## config.mk

```make
export PLATFORM = sky130hd
export DESIGN_NAME = prio_encoder_q_flat
export DESIGN_NICKNAME = d
export VERILOG_FILES = /design/src/rtl/enc_pkg.sv /design/src/rtl/prio_encoder_q_if.sv /design/src/rtl/prio_enc8.sv /design/src/rtl/prio_encoder_q.sv /design/src/flat_wrapper.sv
export SDC_FILE = /design/constraint.sdc
export NUM_CORES = 1
export LEC_CHECK = 0
export ABC_AREA = 1
export ABC_CLOCK_PERIOD_IN_PS = 2100
export BUFFER_PORTS_ARGS = -buffer_cell sky130_fd_sc_hd__buf_2
export CORE_MARGIN = 2
export CORE_UTILIZATION = 51
export CTS_BUF_LIST = sky130_fd_sc_hd__clkbuf_8
export DETAILED_ROUTE_END_ITERATION = 8
export PLACE_DENSITY = 0.76
export SETUP_SLACK_MARGIN = 0.05
export SYNTH_ARGS = -nofsm -noshare
export SYNTH_HDL_FRONTEND = slang
export SYNTH_HIERARCHICAL = 1
export SYNTH_SLANG_ARGS = --single-unit
```

## constraint.sdc

```tcl
create_clock -name clk -period 2.1 [get_ports clk]
set_input_delay 0.315 -clock clk [delete_from_list [all_inputs] [get_ports clk]]
set_output_delay 0.315 -clock clk [all_outputs]
set_load 0.005 [all_outputs]
```

## src/rtl/enc_pkg.sv

```systemverilog
// Shared constants, types and helpers for the 8-to-3 priority encoder path.
package enc_pkg;

    localparam int N_REQ  = 8;
    localparam int CODE_W = 3;

    typedef logic [N_REQ-1:0]  req_vec_t;
    typedef logic [CODE_W-1:0] code_t;

    // One-hot 8-bit vector with only bit c set.
    function automatic req_vec_t onehot8(input code_t c);
        req_vec_t v;
        v    = '0;
        v[c] = 1'b1;
        return v;
    endfunction

endpackage

```

## src/rtl/prio_encoder_q_if.sv

```systemverilog
// Request/issue bundle of the sequential priority encoder.
// Handshake: the encoder drives code/valid; a code is transferred on every
// rising clock edge where valid & ready are both high. While valid is high
// and ready is low, code is held stable. ready may be high while valid is low.
interface prio_encoder_q_if;
    import enc_pkg::*;

    req_vec_t req;
    code_t    code;
    logic     valid;
    logic     ready;
    logic     merged;
    logic     idle;

    // Request source / code consumer side.
    modport master (
        output req,
        output ready,
        input  code,
        input  valid,
        input  merged,
        input  idle
    );

    // Encoder side.
    modport slave (
        input  req,
        input  ready,
        output code,
        output valid,
        output merged,
        output idle
    );
endinterface

```

## src/rtl/prio_enc8.sv

```systemverilog
// Combinational 8-bit priority encoder: highest set index wins.
module prio_enc8
    import enc_pkg::*;
(
    input  req_vec_t vec_i,
    output code_t    idx_o,
    output logic     any_o
);

    // Ascending scan so the last (highest) set bit overwrites lower ones.
    always_comb begin
        idx_o = '0;
        any_o = |vec_i;
        for (int i = 0; i < N_REQ; i++) begin
            if (vec_i[i]) begin
                idx_o = code_t'(i);
            end
        end
    end

endmodule

```

## src/rtl/prio_encoder_q.sv

```systemverilog
// Sequential 8-to-3 priority encoder: collects request pulses into a pending
// register and issues them as binary codes, highest index first, one per
// accepted handshake.
module prio_encoder_q
    import enc_pkg::*;
(
    input  logic           clk,
    input  logic           rst_n,
    prio_encoder_q_if.slave bus
);

    req_vec_t pend_q, pend_d;
    code_t    code_q, code_d;
    logic     valid_q, valid_d;
    logic     merged_q, merged_d;

    code_t    sel;
    logic     pend_any;
    logic     load;
    logic     take;
    req_vec_t pend_kept;

    prio_enc8 u_enc (
        .vec_i (pend_q),
        .idx_o (sel),
        .any_o (pend_any)
    );

    // Next-state: slot reload, pending update with set-over-clear, merge detect.
    always_comb begin
        load      = !valid_q | bus.ready;
        take      = load & pend_any;
        pend_kept = pend_q;
        code_d    = code_q;
        valid_d   = valid_q;
        if (load) begin
            valid_d = pend_any;
        end
        if (take) begin
            code_d    = sel;
            pend_kept = pend_q & ~onehot8(sel);
        end
        // A request for the index leaving pend this cycle re-posts cleanly
        // because it is ORed in after the clear.
        pend_d   = pend_kept | bus.req;
        merged_d = |(bus.req & pend_kept);
    end

    // State registers; reset discards the request of the reset cycle.
    always_ff @(posedge clk) begin
        if (!rst_n) begin
            pend_q   <= '0;
            code_q   <= '0;
            valid_q  <= 1'b0;
            merged_q <= 1'b0;
        end else begin
            pend_q   <= pend_d;
            code_q   <= code_d;
            valid_q  <= valid_d;
            merged_q <= merged_d;
        end
    end

    // Outputs come straight from registers, except idle which is a state decode.
    always_comb begin
        bus.code   = code_q;
        bus.valid  = valid_q;
        bus.merged = merged_q;
        bus.idle   = !valid_q && (pend_q == '0);
    end

    // A presented but unaccepted code must not change.
    a_code_stable : assert property (@(posedge clk) disable iff (!rst_n)
        (valid_q && !bus.ready) |=> (valid_q && code_q == $past(code_q)));

    // idle never coexists with an occupied slot or pending work.
    a_idle_consistent : assert property (@(posedge clk)
        bus.idle |-> (!valid_q && pend_q == '0));

endmodule
```

## src/flat_wrapper.sv

```systemverilog
// flat-port wrapper written by rule: the top's interface ports become plain ports
module prio_encoder_q_flat import enc_pkg::*;
  (clk, rst_n, bus_req, bus_ready, bus_code, bus_valid, bus_merged, bus_idle);
  prio_encoder_q_if bus_i ();
  input  logic clk;
  input  logic rst_n;
  input wire logic [$bits(bus_i.req)-1:0] bus_req;
  input wire logic [$bits(bus_i.ready)-1:0] bus_ready;
  output wire logic [$bits(bus_i.code)-1:0] bus_code;
  output wire logic [$bits(bus_i.valid)-1:0] bus_valid;
  output wire logic [$bits(bus_i.merged)-1:0] bus_merged;
  output wire logic [$bits(bus_i.idle)-1:0] bus_idle;
  assign bus_i.req = bus_req;
  assign bus_i.ready = bus_ready;
  assign bus_code = bus_i.code;
  assign bus_valid = bus_i.valid;
  assign bus_merged = bus_i.merged;
  assign bus_idle = bus_i.idle;
  prio_encoder_q u_core (.clk(clk), .rst_n(rst_n), .bus(bus_i));
endmodule
```

==> impl_metrics.env <==
export IMPL_initial_utilization=0.5544
export IMPL_core_area_um2=1334
export IMPL_clockRootBuffer="sky130_fd_sc_hd__clkbuf_8"
export IMPL_crit_required_ns=2.22
export IMPL_drc=0
export IMPL_run_status="complete, no violations"
export IMPL_place_area_um2=813.3
export IMPL_fill_cells=140
export IMPL_post_cts_hold_buffer_count=0
export IMPL_share_seq_of_total_power=0.439
export IMPL_clk_transition_reported_paths_ns=0.06
export IMPL_syn_area_um2=739.5
export IMPL_grt_overflow=0
export IMPL_placementRows=13
export IMPL_drt_iter0_drc=17
export IMPL_vert_die_dim_um=42.08
export IMPL_dpl_hpwl_um=1141
export IMPL_drt_pre_antenna_iters=4
export IMPL_clock_power_share=0.334
export IMPL_viasPerCell=5.188
export IMPL_power_leakage_nw=0.4684
export IMPL_cell_internal_pwr_w=0.0004557
export IMPL_avgSynthCellArea_um2=6.267
export IMPL_synth_net_count=129
export IMPL_setup_ws_ns=0.4209
export IMPL_layout_area_overhead_vs_synth_pct=16.07
export IMPL_cellPowerDensity_nw_per_um2=770.2
export IMPL_avgRoutedWirePerCell_um=10.97
export IMPL_tightest_slew_ns=0.3732
export IMPL_h_tree_depth=1
export IMPL_final_layout_size_suffix_gt1_frac=0.1940
export IMPL_die_width_um=42.08
export IMPL_hold_path_class="in -> reg"
export IMPL_worstPathCellList="inv_1, nand2_1, nor3_1, nand3_1, inv_2, a21oi_4, nand2_1, nand3_1, nand2_1, nor2_1, a21oi_1"
export IMPL_cts_repair_timing_setup_buffer_count=0
export IMPL_netlist_instances=118
export IMPL_yosys_reg_bits=13
export IMPL_grt_pass1_wl_um=2760
export IMPL_maximum_clock_insertion_buffer_count=2
export IMPL_fin_hold_ws_ns=0.2880
export IMPL_cp_max_fo=12
export IMPL_numPortBuffers=16
export IMPL_crit_start_category="flip-flop"
export IMPL_place_gp_congestion=0.8662
export IMPL_cts_tree="done"
export IMPL_io_pins=17
export IMPL_switching_share=0.3107
export IMPL_slew_headroom=0.7509
export IMPL_ys_seq_area_frac=0.3519
export IMPL_critical_path_arrival_ns=1.79
export IMPL_vias_in_the_first_global_route=664
export IMPL_min_period_ns=1.679
export IMPL_synth_cell_types=17
export IMPL_layout_cell_area_non_filler_um2=858.3
export IMPL_cts_buffers_inserted=3
export IMPL_postRouteAntennaNets=0
export IMPL_maximum_number_of_pins_on_one_net_before_global_route_repair=13
export IMPL_timing_critical_path_buf_inv=2
export IMPL_worst_ir_drop_vdd_uv=442.8
export IMPL_finalSetupViolations=0
export IMPL_hold_viol_final=0
export IMPL_setup_tns_ns=0
export IMPL_path_class="reg -> reg"
export IMPL_cap_viol_max_count=0
export IMPL_wl_um=1634
export IMPL_diodes=0
export IMPL_worst_skew_pair_late_latency_ns=0.24
export IMPL_detailroute_via_count=773
export IMPL_timing_critical_path_to_type="flip-flop"
export IMPL_post_cts_resized=0
export IMPL_synth_yosys_warnings=6
export IMPL_total_switching_power_w=0.0002054
export IMPL_post_route_util=0.6435
export IMPL_clock_sinks=13
export IMPL_final_max_slew_viol_count=0
export IMPL_maxClockFrequency_mhz=595.5
export IMPL_critPathSlowestCell="sky130_fd_sc_hd__dfxtp_1"
export IMPL_die_outline_area_um2=1770
export IMPL_cpLargestDelayFamily="simple AND/OR/NAND/NOR gates"
export IMPL_grt_antenna_before_repair=0
export IMPL_gr_usage_all_layers=0.2025
export IMPL_preCtsSetupSlack_ns=0.4355
export IMPL_grt_setup_unrepaired="false"
export IMPL_finClkSkew_ns=0.004026
export IMPL_combinationalPowerShare=0.226
export IMPL_critical_path_most_common_cell="sky130_fd_sc_hd__nand2_1"
export IMPL_cpPeakStageDelay_ns=0.38
export IMPL_finalNetCount=146
export IMPL_share_of_the_clock_period_used_by_the_worst_path_after_layout=0.7996
[registers in the layout, indices dropped and copies added, names as in the netlist]
name	cells
u_core/bus.code	3
u_core/bus.merged	1
u_core/bus.valid	1
u_core/pend_q	8
[layout make-up]
type | count | area (µm²) | area share
Clock buffer | 3 | 41.29 | 0.04810
Clock inverter | 1 | 3.754 | 0.004373
Timing Repair Buffer | 16 | 80.08 | 0.09329
Inverter | 17 | 63.81 | 0.07434
Sequential cell | 13 | 260.3 | 0.3032
Tap cell | 15 | 18.77 | 0.02187
Multi-Input combinational cell | 84 | 390.4 | 0.4548
[synthesized netlist by cell type, drive strengths merged]
| master | count | share of area |
|---|---|---|
| nand4 | 1 | 0.0085 |
| nand2 | 37 | 0.20 |
| nor2 | 12 | 0.061 |
| inv | 17 | 0.086 |
| a21oi | 14 | 0.11 |
| nand3 | 12 | 0.095 |
| buf | 3 | 0.029 |
| nor3 | 5 | 0.034 |
| clkbuf | 1 | 0.0051 |
| dfxtp | 13 | 0.35 |
| o21ai | 2 | 0.014 |
| nor4 | 1 | 0.0085 |
[stage by stage]
stage                      power, W  instances
after floorplan           0.0004050        118
after global routing      0.0006993        149
after detailed placement  0.0004413        145
after CTS                 0.0006639        149
after global placement    0.0004384        145
final                     0.0006611        149
[logic make-up (layout without fill, tap and decap cells)]
family	count (synthesis)	after routing	share of synthesized area
buf+inv	21	37	0.1201
simple gates	68	68	0.4044
compound gates	16	16	0.1235
flops	13	13	0.3519
[worst reg2reg max path, delay by kind of cell (launching register included)]
family | cells | cell delay (ns)
AO/OA/AOI/OAI | 2 | 0.37
buffers and inverters | 2 | 0.14
flip-flops | 1 | 0.38
AND/OR/NAND/NOR | 7 | 0.67
[power groups by stage]
stage,logic [W],clock network [W],registers (W)
6_report,0.000150,0.000221,0.000290
3_5_place_dp,0.000146,0,0.000296
2_1_floorplan,0.000112,0,0.000293
5_1_grt,0.000169,0.000236,0.000294
4_1_cts,0.000148,0.000226,0.000290
3_3_place_gp,0.000144,0,0.000295
[final timing paths]
kind / from / to / slack [ns] / cells after the start
hold / removal: bus_req[7] / u_core/pend_q[7]$_SDFF_PN0_ / 0.29 / 3
hold reg to reg: u_core/bus.code[0]$_SDFFE_PN0N_ / u_core/bus.code[0]$_SDFFE_PN0N_ / 0.46 / 2
setup reg to reg: u_core/pend_q[3]$_SDFF_PN0_ / u_core/bus.merged$_SDFF_PN0_ / 0.42 / 11
setup / recovery: u_core/pend_q[3]$_SDFF_PN0_ / u_core/bus.merged$_SDFF_PN0_ / 0.42 / 11
[cell usage in the layout, fill, tap and decap left out]
cell type,n
sky130_fd_sc_hd__nand4_1,1
sky130_fd_sc_hd__inv_2,1
sky130_fd_sc_hd__buf_2,16
sky130_fd_sc_hd__nor4_1,1
sky130_fd_sc_hd__a21oi_4,1
sky130_fd_sc_hd__a21oi_1,13
sky130_fd_sc_hd__nor2_1,12
sky130_fd_sc_hd__clkbuf_8,3
sky130_fd_sc_hd__nor3_1,5
sky130_fd_sc_hd__nand2_2,3
sky130_fd_sc_hd__nand2_1,34
sky130_fd_sc_hd__o21ai_0,2
sky130_fd_sc_hd__dfxtp_1,13
sky130_fd_sc_hd__nand3_1,10
sky130_fd_sc_hd__nand3_2,2
sky130_fd_sc_hd__inv_1,17
[routing by layer]
metal | wire (µm) | vias up | track usage
met2 | 775 | 18 | 0.3188
met4 | 22 | 0 | 0.07500
met5 | 0 | - | 0
met1 | 774 | 345 | 0.2639
li1 | - | 406 | -
met3 | 62 | 4 | 0.05603
Power figures use the tool's default switching activity.
